[src/rtl/addsub_seq_nbit_if.sv]
// Handshake and data bundle for the digit-serial adder/subtractor.
// The slave modport is the arithmetic unit; the master modport is its producer/consumer.
interface addsub_seq_nbit_if #(
   parameter int WIDTH = 16
) ();
   logic             in_valid;
   logic             in_ready;
   logic [WIDTH-1:0] A;
   logic [WIDTH-1:0] B;
   logic             sub;
   logic             out_valid;
   logic             out_ready;
   logic [WIDTH-1:0] Sum;
   logic             Ovfl;
   logic             Cout;
   logic             Zero;
   logic             Neg;

   modport master (
      output in_valid, A, B, sub, out_ready,
      input  in_ready, out_valid, Sum, Ovfl, Cout, Zero, Neg
   );

   modport slave (
      input  in_valid, A, B, sub, out_ready,
      output in_ready, out_valid, Sum, Ovfl, Cout, Zero, Neg
   );
endinterface

[src/rtl/addsub_seq_nbit.sv]
// Digit-serial WIDTH-bit adder/subtractor, CHUNK bits per cycle from the LSB, valid/ready on both sides.
// Define ADDSUB_SATURATE_EN to clamp the result to the signed range on overflow.
module addsub_seq_nbit #(
   parameter int WIDTH = 16,
   parameter int CHUNK = 4
) (
   input logic              clk,
   input logic              rst_n,
   addsub_seq_nbit_if.slave bus
);
   localparam int NCHUNK = WIDTH / CHUNK;
   localparam int CW     = (NCHUNK > 1) ? $clog2(NCHUNK) : 1;
   localparam logic [CW-1:0] LAST_CNT = CW'(NCHUNK - 1);

   localparam logic [1:0] S_IDLE = 2'd0;
   localparam logic [1:0] S_BUSY = 2'd1;
   localparam logic [1:0] S_DONE = 2'd2;

   generate
      if (WIDTH < 2 || CHUNK < 1 || (WIDTH % CHUNK) != 0) begin : g_bad_params
         $error("addsub_seq_nbit: WIDTH must be >= 2 and a multiple of CHUNK");
      end
   endgenerate

   logic [1:0]       state;
   logic [WIDTH-1:0] a_q, b_q, res_q;
   logic             carry_q;
   logic [CW-1:0]    cnt_q;
   logic [WIDTH-1:0] sum_q;
   logic             ovfl_q, cout_q, zero_q, neg_q;

   logic [CHUNK-1:0] a_chunk, b_chunk;
   logic [CHUNK:0]   chunk_sum;
   logic [WIDTH-1:0] res_next, res_final;
   logic             carry_into_msb, ovfl_next;
   int               base;

   // NOTE: every variable assigned in always_comb gets a default first, so no path can infer a latch.
   always_comb begin
      base      = int'(cnt_q) * CHUNK;
      a_chunk   = a_q[base +: CHUNK];
      b_chunk   = b_q[base +: CHUNK];
      chunk_sum = {1'b0, a_chunk} + {1'b0, b_chunk} + {{CHUNK{1'b0}}, carry_q};
      res_next  = res_q;
      res_next[base +: CHUNK] = chunk_sum[CHUNK-1:0];
      // Only meaningful on the last chunk: sum bit = a ^ b ^ cin recovers the carry into the MSB.
      carry_into_msb = a_chunk[CHUNK-1] ^ b_chunk[CHUNK-1] ^ chunk_sum[CHUNK-1];
      ovfl_next      = carry_into_msb ^ chunk_sum[CHUNK];
`ifdef ADDSUB_SATURATE_EN
      // On overflow both operand MSBs agree, so A's MSB gives the direction of overflow.
      if (ovfl_next) begin
         res_final = a_q[WIDTH-1] ? {1'b1, {(WIDTH-1){1'b0}}} : {1'b0, {(WIDTH-1){1'b1}}};
      end else begin
         res_final = res_next;
      end
`else
      res_final = res_next;
`endif
   end

   // NOTE: sequential state uses non-blocking assignments so all registers update from pre-edge values.
   always_ff @(posedge clk or negedge rst_n) begin
      // NOTE: every register here is reset, including operand and working registers, so an aborted
      // operation leaves nothing behind.
      if (!rst_n) begin
         state   <= S_IDLE;
         a_q     <= '0;
         b_q     <= '0;
         res_q   <= '0;
         carry_q <= 1'b0;
         cnt_q   <= '0;
         sum_q   <= '0;
         ovfl_q  <= 1'b0;
         cout_q  <= 1'b0;
         zero_q  <= 1'b0;
         neg_q   <= 1'b0;
      end else begin
         case (state)
            S_IDLE: begin
               if (bus.in_valid) begin
                  a_q     <= bus.A;
                  b_q     <= bus.B ^ {WIDTH{bus.sub}};
                  carry_q <= bus.sub;
                  cnt_q   <= '0;
                  state   <= S_BUSY;
               end
            end
            S_BUSY: begin
               res_q   <= res_next;
               carry_q <= chunk_sum[CHUNK];
               cnt_q   <= cnt_q + 1'b1;
               if (cnt_q == LAST_CNT) begin
                  sum_q  <= res_final;
                  ovfl_q <= ovfl_next;
                  cout_q <= chunk_sum[CHUNK];
                  zero_q <= (res_final == '0);
                  neg_q  <= res_final[WIDTH-1];
                  state  <= S_DONE;
               end
            end
            S_DONE: begin
               if (bus.out_ready) begin
                  state <= S_IDLE;
               end
            end
            default: state <= S_IDLE;
         endcase
      end
   end

   assign bus.in_ready  = (state == S_IDLE);
   assign bus.out_valid = (state == S_DONE);
   assign bus.Sum       = sum_q;
   assign bus.Ovfl      = ovfl_q;
   assign bus.Cout      = cout_q;
   assign bus.Zero      = zero_q;
   assign bus.Neg       = neg_q;
endmodule
[src/flat_wrapper.sv]
// flat-port wrapper written by rule: the top's interface ports become plain ports
module addsub_seq_nbit_flat 
#(
   parameter int WIDTH = 16,
   parameter int CHUNK = 4
)
  (clk, rst_n, bus_in_valid, bus_A, bus_B, bus_sub, bus_out_ready, bus_in_ready, bus_out_valid, bus_Sum, bus_Ovfl, bus_Cout, bus_Zero, bus_Neg);
  addsub_seq_nbit_if #(.WIDTH(WIDTH)) bus_i ();
  input logic clk;
  input logic rst_n;
  input wire logic [$bits(bus_i.in_valid)-1:0] bus_in_valid;
  input wire logic [$bits(bus_i.A)-1:0] bus_A;
  input wire logic [$bits(bus_i.B)-1:0] bus_B;
  input wire logic [$bits(bus_i.sub)-1:0] bus_sub;
  input wire logic [$bits(bus_i.out_ready)-1:0] bus_out_ready;
  output wire logic [$bits(bus_i.in_ready)-1:0] bus_in_ready;
  output wire logic [$bits(bus_i.out_valid)-1:0] bus_out_valid;
  output wire logic [$bits(bus_i.Sum)-1:0] bus_Sum;
  output wire logic [$bits(bus_i.Ovfl)-1:0] bus_Ovfl;
  output wire logic [$bits(bus_i.Cout)-1:0] bus_Cout;
  output wire logic [$bits(bus_i.Zero)-1:0] bus_Zero;
  output wire logic [$bits(bus_i.Neg)-1:0] bus_Neg;
  assign bus_i.in_valid = bus_in_valid;
  assign bus_i.A = bus_A;
  assign bus_i.B = bus_B;
  assign bus_i.sub = bus_sub;
  assign bus_i.out_ready = bus_out_ready;
  assign bus_in_ready = bus_i.in_ready;
  assign bus_out_valid = bus_i.out_valid;
  assign bus_Sum = bus_i.Sum;
  assign bus_Ovfl = bus_i.Ovfl;
  assign bus_Cout = bus_i.Cout;
  assign bus_Zero = bus_i.Zero;
  assign bus_Neg = bus_i.Neg;
  addsub_seq_nbit #(.WIDTH(WIDTH), .CHUNK(CHUNK)) u_core (.clk(clk), .rst_n(rst_n), .bus(bus_i));
endmodule
[config.mk]
export PLATFORM = sky130hd
export DESIGN_NAME = addsub_seq_nbit_flat
export DESIGN_NICKNAME = d
export VERILOG_FILES = /design/src/rtl/addsub_seq_nbit_if.sv /design/src/rtl/addsub_seq_nbit.sv /design/src/flat_wrapper.sv
export SDC_FILE = /design/constraint.sdc
export NUM_CORES = 1
export LEC_CHECK = 0
export ABC_AREA = 0
export BUFFER_PORTS_ARGS = -buffer_cell sky130_fd_sc_hd__buf_2
export CAP_MARGIN = 20
export CORE_ASPECT_RATIO = 0.7
export CORE_UTILIZATION = 56
export CTS_CLUSTER_DIAMETER = 120
export CTS_CLUSTER_SIZE = 20
export DETAILED_ROUTE_END_ITERATION = 16
export PLACE_DENSITY = 0.79
export SYNTH_ARGS = -nofsm -noshare
export SYNTH_HDL_FRONTEND = slang
export SYNTH_SLANG_ARGS = --single-unit
[constraint.sdc]
create_clock -name clk -period 4 [get_ports clk]
set_clock_uncertainty 0.1 [all_clocks]
set_input_delay 0.8 -clock clk [delete_from_list [all_inputs] [get_ports clk]]
set_output_delay 0.8 -clock clk [all_outputs]
set_load 0.01 [all_outputs]
==> impl_metrics.csv <==
group,metric,value,unit
run_status,status,"finished clean",
logic_synthesis,synth-seq-cells,72,
placement,dp_slack,821,ps
floorplan,core_area,5900,um^2
setup_path,crit_chain,"buf_4 > mux4_2 > ha_1 > a21o_1 > a21oi_1 > xnor2_1 > o41ai_1 > a32o_1",
global_route,antenna_found_initial,0,
pwr,seq_power_share,0.324,
timing,tightest_slew,968,ps
setup_path,worstReg2RegEnd,"u_core.bus.Zero",
layout,area_growth,14.4,%
detailed_routing,routed_wl,7.08,mm
placement,io_buffers,58,
floorplan,dieArea,6650,um^2
cts,insertion_delay,350,ps
floorplan,ioPinCount,59,
timing,slew_headroom,0.354,
setup_path,slowest_delay,630,ps
global_route,grt_first_pass_wirelength,12.1,mm
worst_hold_path,worstHoldPathType,"input port to asynchronous set/reset pin",
pwr,p_total,3.90,mW
global_route,grt_pass1_vias,2486,
cts,cts_root_buffer,"clkbuf_8",
setup_path,cp_max_fo,14,
timing,max_freq,317,MHz
setup_path,endpoint,"u_core.bus.Zero",
logic_synthesis,synth_cell_types,40,
cts,ctsResizeCount,0,
logic_synthesis,yosys.area.top_type,"dfrtp_1",
cts,clkSlewWorstSetupHoldPaths,70,ps
cts,postCtsHoldBufs,0,
pwr,p_switching,1.71,mW
pwr,vdd_ir_drop_max,675,uV
logic_synthesis,syn_avg_cell_area,11.1,um^2
cts,cts_tree,"done",
global_route,grt-ovfl-total,0,
cts,cts_inserted_buffers,9,
detailed_routing,vias,2564,
detailed_routing,viasPerCell,5.67,
placement,dp_hpwl,5.04,mm
detailed_routing,antenna_left,0,
cts,clock_path_buffers,2,
logic_synthesis,synth.area.top_cells,"dfrtp_1, mux2_2, mux4_2",
pwr,p_leak,1.85,nW
floorplan,fp-row-count,23,
setup_path,r2r-start,"u_core.cnt_q[0]",
detailed_routing,avgRoutedWirePerCell,15.7,um
logic_synthesis,netlist_area,3540,um^2
floorplan,die-width,97.1,um
logic_synthesis,synth-edff-count,0,
floorplan,start_util,0.601,
timing,period_minus_slack,3160,ps
logic_synthesis,postSynth.asyncResetShare,1.00,
timing,setup_viol_count_final,0,
setup_path,path_class,"register to register",
timing,worst_slack,842,ps
placement,placed_cell_area,3860,um^2
timing,hold_viol,0,
setup_path,end_kind,"register",
layout,final_layout_size_suffix_gt1_frac,0.281,
pwr,swShare,0.439,
pwr,internal_power,2.19,mW
flow_run,maxCapViolCount,0,
timing,tns,0,ps
detailed_routing,drt_iter0_markers,199,
setup_path,arrival,3300,ps
setup_path,cp-start-kind,"register",
global_route,grt_use_total,0.244,
logic_synthesis,synth_nets,368,
layout,diodes,0,
timing,finalCritPeriodShare,0.789,
logic_synthesis,synth-seq-area-share,0.508,
cts,post-cts-setup-buffer-count,0,
layout,fill_cells,452,
floorplan,die_height,68.6,um
cts,cts.sinks,72,
pwr,clockPowerShare,0.142,
setup_path,slowest_stage,"xnor2_1",
layout,seq_area,1800,um^2
logic_synthesis,ys.flop_type,"dfrtp_1",
global_route,grt_max_degree,58,
cts,htree_levels,3,
setup_path,crit_path_start,"u_core.cnt_q[0]",
timing,rsz0062_at_grt,"no",
detailed_routing,dr.pass1.iters,4,
pwr,pwr-share-comb,0.534,
setup_path,cp_data_required_time,4140,ps
placement,place_congestion,0.847,
layout,final_area,4050,um^2
logic_synthesis,ys_warn_count,0,
setup_path,worstRegToRegCells,8,
logic_synthesis,synth_top_area_share,0.508,
timing,slew_violations,0,
layout,layout.nets,420,
pwr,power.density,961,nW/um^2
layout,multi_input_area,1600,um^2
setup_path,reg2reg_slack,840,ps
logic_synthesis,synthCells,320,
detailed_routing,post-route-drc-count,0,
## layout make-up
| type | instances | area share |
|---|---|---|
| Multi-Input combinational cell | 216 | 0.396 |
| Timing Repair Buffer | 63 | 0.0809 |
| Clock buffer | 11 | 0.0324 |
| Inverter | 10 | 0.00926 |
| Clock inverter | 5 | 0.0142 |
| Tap cell | 75 | 0.0231 |
| Sequential cell | 72 | 0.444 |
## per-layer routing
metal | routed length, um | vias to the layer above | GRT usage
met5 | 0 | - | 0
met4 | 40 | 0 | 0.0784
met3 | 424 | 4 | 0.0736
met2 | 3060 | 77 | 0.368
met1 | 3550 | 1249 | 0.345
li1 | - | 1234 | -
## cell usage in the layout (no fill, tap or decap), types with 3 or more instances in the layout
master,synthesis,final
and2_1,4,3
nand2_1,29,29
dfrtp_1,72,72
ha_1,9,9
xnor2_1,19,19
a21oi_1,27,27
inv_1,10,10
a22o_1,7,7
a32o_1,7,7
nor2_1,20,20
nor3_1,4,4
o21ai_0,27,27
buf_4,3,5
a22oi_1,7,7
mux4_2,8,8
mux2_2,16,16
clkbuf_8,0,9
nor2b_1,9,9
buf_2,5,58
## metrics by stage
step                      utilization  hold slack [ps]  std cells
final                           0.687              247        452
after global routing            0.687              252        452
after CTS                       0.687              242        452
after detailed placement        0.655              365        436
after global placement          0.655              357        436
after floorplan                     -              342        320
## worst max-delay path, delay by kind of cell (launching register included)
kind	cells	cell delay (ps)
xor+xnor	1	630
buf+inv	1	270
compound gates	4	670
flops	1	530
fa+ha+maj	1	300
mux	1	540
## flip-flops by register name (all words and copies together), names as in the netlist
register,count
u_core.bus.Cout,1
u_core.cnt_q,2
u_core.b_q,16
u_core.a_q,16
u_core.state,2
u_core.carry_q,1
u_core.bus.Sum,16
u_core.bus.Ovfl,1
u_core.bus.Zero,1
u_core.res_q,16
## cell usage after synthesis, types with 3 or more instances
master,n
a21oi_1,27
a22o_1,7
a22oi_1,7
a32o_1,7
and2_1,4
buf_2,5
buf_4,3
clkbuf_1,12
dfrtp_1,72
ha_1,9
inv_1,10
mux2_2,16
mux4_2,8
nand2_1,29
nor2_1,20
nor2b_1,9
nor3_1,4
o21ai_0,27
xnor2_1,19
## logic make-up after synthesis
| family | share of synthesized area |
|---|---|
| XOR/XNOR | 0.0470 |
| AND/OR/NAND/NOR | 0.107 |
| AO/OA/AOI/OAI | 0.154 |
| multiplexers | 0.102 |
| flip-flops | 0.508 |
| buffers and inverters | 0.0392 |
| adder cells (fa/ha/maj) | 0.0431 |
## how the worst min path moves through the flow
stage | slack (ps) | end | cells past startpoint | start
CTS | 240 | u_core.a_q[9] | 1 | rst_n
detailed placement | 370 | u_core.bus.Sum[14] | 2 | u_core.bus.Sum[14]
global placement | 360 | u_core.bus.Sum[14] | 2 | u_core.bus.Sum[14]
finish | 250 | u_core.a_q[4] | 1 | rst_n
global route | 250 | u_core.a_q[9] | 1 | rst_n
floorplan | 340 | u_core.res_q[9] | 2 | u_core.res_q[9]
## power by group through the flow
stage,clock [mW],combinational [mW],sequential [mW]
detailed placement,0,2.07,1.27
global placement,0,2.00,1.26
floorplan,0,1.52,1.23
CTS,0.566,2.08,1.26
global route,0.598,2.33,1.30
finish,0.554,2.08,1.26
Note: power is estimated with default switching activity, not from simulation.
